## src/rtl/ws2812_chain_driver.sv

```systemverilog
// ws2812_chain_driver
//
// Serialises NUM_LEDS packed 24-bit {R,G,B} colour words onto a single
// WS2812 data pin. Colours are snapshotted when a frame is accepted, scaled
// by a global brightness factor as each word is loaded, reordered to G,R,B or
// R,G,B, and shifted out MSB first with no gap between LEDs. Each frame ends
// with a RESET_CYC low latch gap. A start edge during a frame is remembered
// (one deep), and auto_refresh chains frames back to back.
//
// Ports
//   clk_clk        in   system clock
//   reset_reset_n  in   asynchronous active-low reset
//   colors         in   LED i colour at [24i+23:24i]; LED0 is sent first
//   brightness     in   global scale factor, 255 = unchanged
//   start          in   level input; a rising edge requests a frame
//   auto_refresh   in   restart automatically after every latch gap
//   busy           out  frame accepted and not yet finished
//   frame_done     out  one-cycle pulse in the last latch-gap cycle
//   led_dout       out  serial data to the strip, idle low
//
// state | meaning
// ------+----------------------------------------------------------
// IDLE  | waiting for a start edge or a pending request
// LOAD  | one cycle: first LED word of the snapshot into the shifter
// SEND  | bit periods: high phase (T0H/T1H) then low phase to BIT_CYC
// GAP   | led_dout low for RESET_CYC cycles, frame_done in last cycle

module ws2812_chain_driver #(
  parameter int NUM_LEDS  = 12,
  parameter int T0H_CYC   = 20,
  parameter int T1H_CYC   = 40,
  parameter int BIT_CYC   = 63,
  parameter int RESET_CYC = 2500,
  parameter int GRB_ORDER = 1
) (
  input  logic                    clk_clk,
  input  logic                    reset_reset_n,
  input  logic [24*NUM_LEDS-1:0]  colors,
  input  logic [7:0]              brightness,
  input  logic                    start,
  input  logic                    auto_refresh,
  output logic                    busy,
  output logic                    frame_done,
  output logic                    led_dout
);

  localparam int CNT_MAX = (BIT_CYC > RESET_CYC) ? BIT_CYC : RESET_CYC;
  localparam int CNT_W   = $clog2(CNT_MAX + 1);
  localparam int LED_W   = (NUM_LEDS > 1) ? $clog2(NUM_LEDS) : 1;

  localparam logic [CNT_W-1:0] BIT_LOAD = CNT_W'(BIT_CYC - 1);
  localparam logic [CNT_W-1:0] GAP_LOAD = CNT_W'(RESET_CYC - 1);
  // The shared down-counter reaches these values exactly T0H/T1H cycles
  // after a bit starts; that is where the high phase ends.
  localparam logic [CNT_W-1:0] T0_DROP  = CNT_W'(BIT_CYC - T0H_CYC);
  localparam logic [CNT_W-1:0] T1_DROP  = CNT_W'(BIT_CYC - T1H_CYC);
  localparam logic [LED_W-1:0] LAST_LED = LED_W'(NUM_LEDS - 1);

  typedef enum logic [1:0] {S_IDLE, S_LOAD, S_SEND, S_GAP} state_t;

  state_t                 state, state_nxt;
  logic [24*NUM_LEDS-1:0] snap, snap_nxt;
  logic [23:0]            shifter, shifter_nxt;
  logic [CNT_W-1:0]       cnt, cnt_nxt;
  logic [4:0]             bit_cnt, bit_cnt_nxt;
  logic [LED_W-1:0]       led_cnt, led_cnt_nxt;
  logic                   pending, pending_nxt;
  logic                   start_q;
  logic                   dout_nxt;
  logic                   rise;
  logic [LED_W-1:0]       sel_idx;
  logic [23:0]            raw_word;
  logic [CNT_W-1:0]       drop_at;

  function automatic logic [7:0] scale(input logic [7:0] c, input logic [7:0] b);
    logic [8:0]  b1;
    logic [15:0] prod;
    b1   = {1'b0, b} + 9'd1;
    prod = 16'(c) * 16'(b1);
    return 8'(prod >> 8);
  endfunction

  function automatic logic [23:0] fmt_word(input logic [23:0] rgb, input logic [7:0] b);
    logic [7:0] r, g, bl;
    r  = scale(rgb[23:16], b);
    g  = scale(rgb[15:8], b);
    bl = scale(rgb[7:0], b);
    return (GRB_ORDER != 0) ? {g, r, bl} : {r, g, bl};
  endfunction

  assign rise = start & ~start_q;

  // Word feeding the shifter: LED0 while in LOAD, otherwise the LED after
  // the one currently being sent.
  always_comb begin
    sel_idx = '0;
    if (state == S_SEND && led_cnt != LAST_LED) sel_idx = led_cnt + 1'b1;
    raw_word = snap[23:0];
    for (int i = 0; i < NUM_LEDS; i++) begin
      if (sel_idx == LED_W'(i)) raw_word = snap[24*i +: 24];
    end
  end

  always_comb begin
    state_nxt   = state;
    snap_nxt    = snap;
    shifter_nxt = shifter;
    cnt_nxt     = cnt;
    bit_cnt_nxt = bit_cnt;
    led_cnt_nxt = led_cnt;
    pending_nxt = pending;
    dout_nxt    = led_dout;
    busy        = (state != S_IDLE);
    frame_done  = (state == S_GAP) && (cnt == '0);
    drop_at     = shifter[23] ? T1_DROP : T0_DROP;

    case (state)
      S_IDLE: begin
        if (rise || pending) begin
          state_nxt   = S_LOAD;
          snap_nxt    = colors;
          pending_nxt = 1'b0;
        end
      end
      S_LOAD: begin
        if (rise) pending_nxt = 1'b1;
        shifter_nxt = fmt_word(raw_word, brightness);
        cnt_nxt     = BIT_LOAD;
        bit_cnt_nxt = '0;
        led_cnt_nxt = '0;
        dout_nxt    = 1'b1;
        state_nxt   = S_SEND;
      end
      S_SEND: begin
        if (rise) pending_nxt = 1'b1;
        if (cnt == '0) begin
          if (bit_cnt == 5'd23) begin
            if (led_cnt == LAST_LED) begin
              state_nxt = S_GAP;
              cnt_nxt   = GAP_LOAD;
              dout_nxt  = 1'b0;
            end else begin
              led_cnt_nxt = led_cnt + 1'b1;
              bit_cnt_nxt = '0;
              shifter_nxt = fmt_word(raw_word, brightness);
              cnt_nxt     = BIT_LOAD;
              dout_nxt    = 1'b1;
            end
          end else begin
            bit_cnt_nxt = bit_cnt + 5'd1;
            shifter_nxt = {shifter[22:0], 1'b0};
            cnt_nxt     = BIT_LOAD;
            dout_nxt    = 1'b1;
          end
        end else begin
          cnt_nxt = cnt - 1'b1;
          if (cnt == drop_at) dout_nxt = 1'b0;
        end
      end
      S_GAP: begin
        if (cnt == '0) begin
          // A start edge landing in the frame_done cycle rearms directly.
          if (pending || rise || auto_refresh) begin
            state_nxt   = S_LOAD;
            snap_nxt    = colors;
            pending_nxt = 1'b0;
          end else begin
            state_nxt = S_IDLE;
          end
        end else begin
          cnt_nxt = cnt - 1'b1;
          if (rise) pending_nxt = 1'b1;
        end
      end
      default: state_nxt = S_IDLE;
    endcase
  end

  always_ff @(posedge clk_clk or negedge reset_reset_n) begin
    if (!reset_reset_n) begin
      state <= S_IDLE;
    end else begin
      state <= state_nxt;
    end
  end

  always_ff @(posedge clk_clk or negedge reset_reset_n) begin
    if (!reset_reset_n) begin
      snap     <= '0;
      shifter  <= '0;
      cnt      <= '0;
      bit_cnt  <= '0;
      led_cnt  <= '0;
      pending  <= 1'b0;
      start_q  <= 1'b0;
      led_dout <= 1'b0;
    end else begin
      snap     <= snap_nxt;
      shifter  <= shifter_nxt;
      cnt      <= cnt_nxt;
      bit_cnt  <= bit_cnt_nxt;
      led_cnt  <= led_cnt_nxt;
      pending  <= pending_nxt;
      start_q  <= start;
      led_dout <= dout_nxt;
    end
  end

endmodule

```

## config.mk

```make
export PLATFORM = sky130hd
export DESIGN_NAME = ws2812_chain_driver
export DESIGN_NICKNAME = d
export VERILOG_FILES = /design/src/rtl/ws2812_chain_driver.sv
export SDC_FILE = /design/constraint.sdc
export NUM_CORES = 1
export LEC_CHECK = 0
export BUFFER_PORTS_ARGS = -buffer_cell sky130_fd_sc_hd__buf_2
export CORE_MARGIN = 2
export CORE_UTILIZATION = 25
export CTS_BUF_LIST = sky130_fd_sc_hd__clkbuf_8
export DETAILED_ROUTE_END_ITERATION = 7
export GPL_ROUTABILITY_DRIVEN = 0
export HOLD_SLACK_MARGIN = 0.1
export PLACE_DENSITY = 0.51
export SETUP_SLACK_MARGIN = 0.05
export SYNTH_ARGS = -nofsm -noshare
export SYNTH_HDL_FRONTEND = slang
export SYNTH_SLANG_ARGS = --single-unit
export TNS_END_PERCENT = 50
```

## constraint.sdc

```tcl
create_clock -name clk_clk -period 16.1 [get_ports clk_clk]
set_clock_uncertainty 0.1 [all_clocks]
set_input_delay 2.415 -clock clk_clk [delete_from_list [all_inputs] [get_ports clk_clk]]
set_output_delay 2.415 -clock clk_clk [all_outputs]
set_load 0.05 [all_outputs]
```

==> flow_summary_export.csv <==
group,metric,value,unit
route,drt_pre_antenna_iters,5,
final_layout,syn2layout_area_growth,18.72,%
synthesis,synth_cells,2103,
die,io_pins,303,
power,pwr-share-seq,0.477,
final_layout,nNetsFinal,2918,
synthesis,async_flop_share,1.000,
critical_path,critPathArrivalTime,9.53,ns
power,p_comb_frac,0.047,
route,ant_nets,0,
synthesis,yosysUniqueCellTypes,92,
clocking,cts_resized,0,
timing,tightest_slew,0.9992,ns
flow_run,max_cap_viol_count,0,
global_route,globalRoute.totalOverflow,0,
clocking,holdBufCountCts,0,
power,switching_share,0.2399,
synthesis,ys_top_cells_by_area,"dfrtp_1 (38%), mux2_2 (15%), fa_1 (11%), ha_1 (6.0%), nor2_1 (4.4%)",
critical_path,cp-startpoint,"led_cnt[0]",
critical_path,cp_slowest_cell,"dfrtp_1",
clocking,cts_root_buf,"clkbuf_8",
synthesis,synth_top_area_share,0.3792,
synthesis,yosys_warnings,0,
critical_path,crit_path_frequent_cell,"fa_1",
synthesis,ys_seq_area_frac,0.3792,
timing,maxSlewViolCount,0,
global_route,grt_first_pass_wirelength,110600,um
timing,fmax,110.2,MHz
die,fp.dieH,302.7,um
final_layout,final_core_util,0.2997,
power,p_leak,13.71,nW
clocking,htree_num_levels,2,
global_route,grt_start_max_net_pins,99,
power,ir_worst_vdd,0.08047,mV
die,fp.coreArea,0.08837,mm^2
clocking,cts_setup_buffers,0,
global_route,antenna_found_initial,46,
critical_path,cp-end-kind,"flop",
clocking,clkLatencyLatePin,0.66,ns
route,totalWireLength,72660,um
route,via_per_inst,4.747,
hold_path,worstHoldPathType,"flop to flop",
synthesis,syn-cell-area,0.02231,mm^2
timing,setup_viol,0,
clocking,cts_buffers,57,
die,rows,109,
final_layout,multiInputGateArea,0.01286,mm^2
hold_path,hold_start,"shifter[17]",
placed_design,placed_cells,3497,
route,vias,17110,
status,status,"finished, final reports clean",
clocking,cts_tree,"yes",
die,dieArea,0.09164,mm^2
synthesis,synth_top_area_cell,"dfrtp_1",
route,wire_per_inst,20.15,um
timing,hold_viol_final,0,
clocking,clkTransAtPathRegs,0.07,ns
critical_path,crit_path_max_fanout,33,
synthesis,syn_nets,2630,
global_route,grt_pass1_vias,17610,
synthesis,ys_ff_latch,338,
power,p_per_area,67.23,mW/mm^2
power,internal_power,1.353,mW
timing,period_needed,9.076,ns
power,p_switching,427.1,uW
placed_design,place_area,0.02522,mm^2
global_route,grt.total_usage,0.1581,
placed_design,hpwl,54880,um
route,dr.first_iter.drc_count,818,
critical_path,critPathLaunchType,"flop",
timing,fin_tns_setup,0,ns
synthesis,syn_avg_cell_area,10.61,um^2
critical_path,worstPathRequired,16.55,ns
synthesis,synth_edf_count,0,
synthesis,ys.flop_type,"dfrtp_1",
critical_path,cpPeakStageDelay,0.80,ns
final_layout,seqCellArea,0.008458,mm^2
final_layout,fin_area,0.02648,mm^2
timing,rsz0062_at_grt,"false",
final_layout,instances_no_fill,3605,
final_layout,drive_above_1_share,0.3289,
placed_design,io_buffers,302,
critical_path,crit_type,"flop to flop",
clocking,cts_sinks,338,
timing,relSlewSlack,0.3294,
critical_path,timing.rr.start,"led_cnt[0]",
final_layout,fillers,9313,
die,initial_core_util,0.2524,
timing,min_period_over_period,0.5638,
die,die_x,302.7,um
route,drc,0,
clocking,clockBufferDepth,3,
power,power_frac_clock,0.476,
state kept, by name, summed over array words and instances (netlist names):
register and flops:
pending 1, led_dout 1, state 2, snap 288
start_q 1, cnt 12, led_cnt 4, shifter 24
bit_cnt 5
routing by layer:
metal	track usage	up-vias	wire length [um]
met5	0	-	466
met4	0.03249	74	1289
met3	0.04755	149	5136
met2	0.2490	421	32940
met1	0.2145	8542	32830
li1	-	7927	-
stage by stage:
stage | worst slack [ns] | hold WS, ns | total power [mW]
after floorplan | 8.596 | 0.3418 | 0.8759
after global placement | 7.328 | 0.3550 | 0.9525
after detailed placement | 7.130 | 0.3652 | 0.9518
after CTS | 7.112 | 0.3783 | 1.810
after global routing | 6.193 | 0.4107 | 1.851
final | 7.024 | 0.3765 | 1.781
synthesized netlist by cell type, drive strengths merged, types with 3 or more instances:
master	instances
or2	43
nand4b	3
o41ai	4
and3	20
a221oi	20
a21o	10
fa	120
dfrtp	338
a22oi	8
nor4	17
clkbuf	80
a21oi	72
nand2b	14
a31oi	10
nor3	34
a31o	3
xor2	14
buf	29
o221ai	5
nand2	67
nand4	10
and2	8
o31ai	7
o21a	8
o21ai	68
or3	8
ha	107
o211ai	6
xnor2	21
mux2	290
o31a	5
o22a	8
nor2	261
inv	174
nor2b	12
o22ai	47
mux2i	24
nand3	43
o2111ai	3
a211oi	47
power by group through the flow:
| stage | Clock, mW | Combinational [mW] | Sequential (mW) |
|---|---|---|---|
| global route | 0.909 | 0.0929 | 0.849 |
| detailed placement | 0 | 0.0867 | 0.865 |
| CTS | 0.874 | 0.0870 | 0.850 |
| global placement | 0 | 0.0873 | 0.865 |
| floorplan | 0 | 0.0105 | 0.865 |
| finish | 0.847 | 0.0834 | 0.850 |
cells in the final DEF (no fill, tap or decap), drive strengths merged, types with 6 or more instances in the layout:
master  synthesis  final
dfrtp         338    338
buf            29    338
mux2          290    290
nor2          261    261
inv           174    193
fa            120    120
ha            107    107
a21oi          72     72
clkbuf         80     70
o21ai          68     68
nand2          67     67
o22ai          47     47
a211oi         47     47
nand3          43     43
or2            43     43
nor3           34     34
mux2i          24     24
xnor2          21     21
and3           20     20
a221oi         20     20
nor4           17     17
nand2b         14     14
xor2           14     14
nor2b          12     12
nand4          10     10
a21o           10     10
a31oi          10     10
diode           0      8
o22a            8      8
o21a            8      8
and2            8      8
a22oi           8      8
or3             8      8
o31ai           7      7
clkinv          1      7
o211ai          6      6
final timing paths:
check / depth (start not counted) / end / slack, ns
setup / recovery: 28 / shifter[20] / 7.02
hold / removal: 2 / shifter[17] / 0.38
setup reg to reg: 28 / shifter[20] / 7.02
hold reg to reg: 2 / shifter[17] / 0.38
max in group asynchronous: 3 / snap[242] / 12.09
min in group asynchronous: 1 / snap[24] / 1.70
layout make-up:
type                            instances  area share
Clock inverter                         30     0.01039
Inverter                              175     0.02480
Antenna cell                            8   0.0007559
Tap cell                             1165     0.05504
Clock buffer                           70     0.03638
Sequential cell                       338      0.3194
Multi-Input combinational cell       1481      0.4856
Timing Repair Buffer                  338     0.06766
cells by family (layout without fill, tap and decap cells):
family          after synthesis  in the layout  synth area share
compound gates              357            357            0.1168
xor+xnor                     35             35           0.01374
fa+ha+maj                   227            227            0.1677
buf+inv                     284            613           0.05003
flops                       338            338            0.3792
mux                         314            314            0.1573
other cells                   0              8                 0
simple gates                548            548            0.1152
critical path, delay by kind of cell, from the launching register on:
family          cells  cell delay (ns)
mux                 1             0.22
simple gates        8             2.02
compound gates     10             2.49
buf+inv             3             0.47
flops               1             0.80
fa+ha+maj           6             2.82
(Power assumes the default switching activity.)
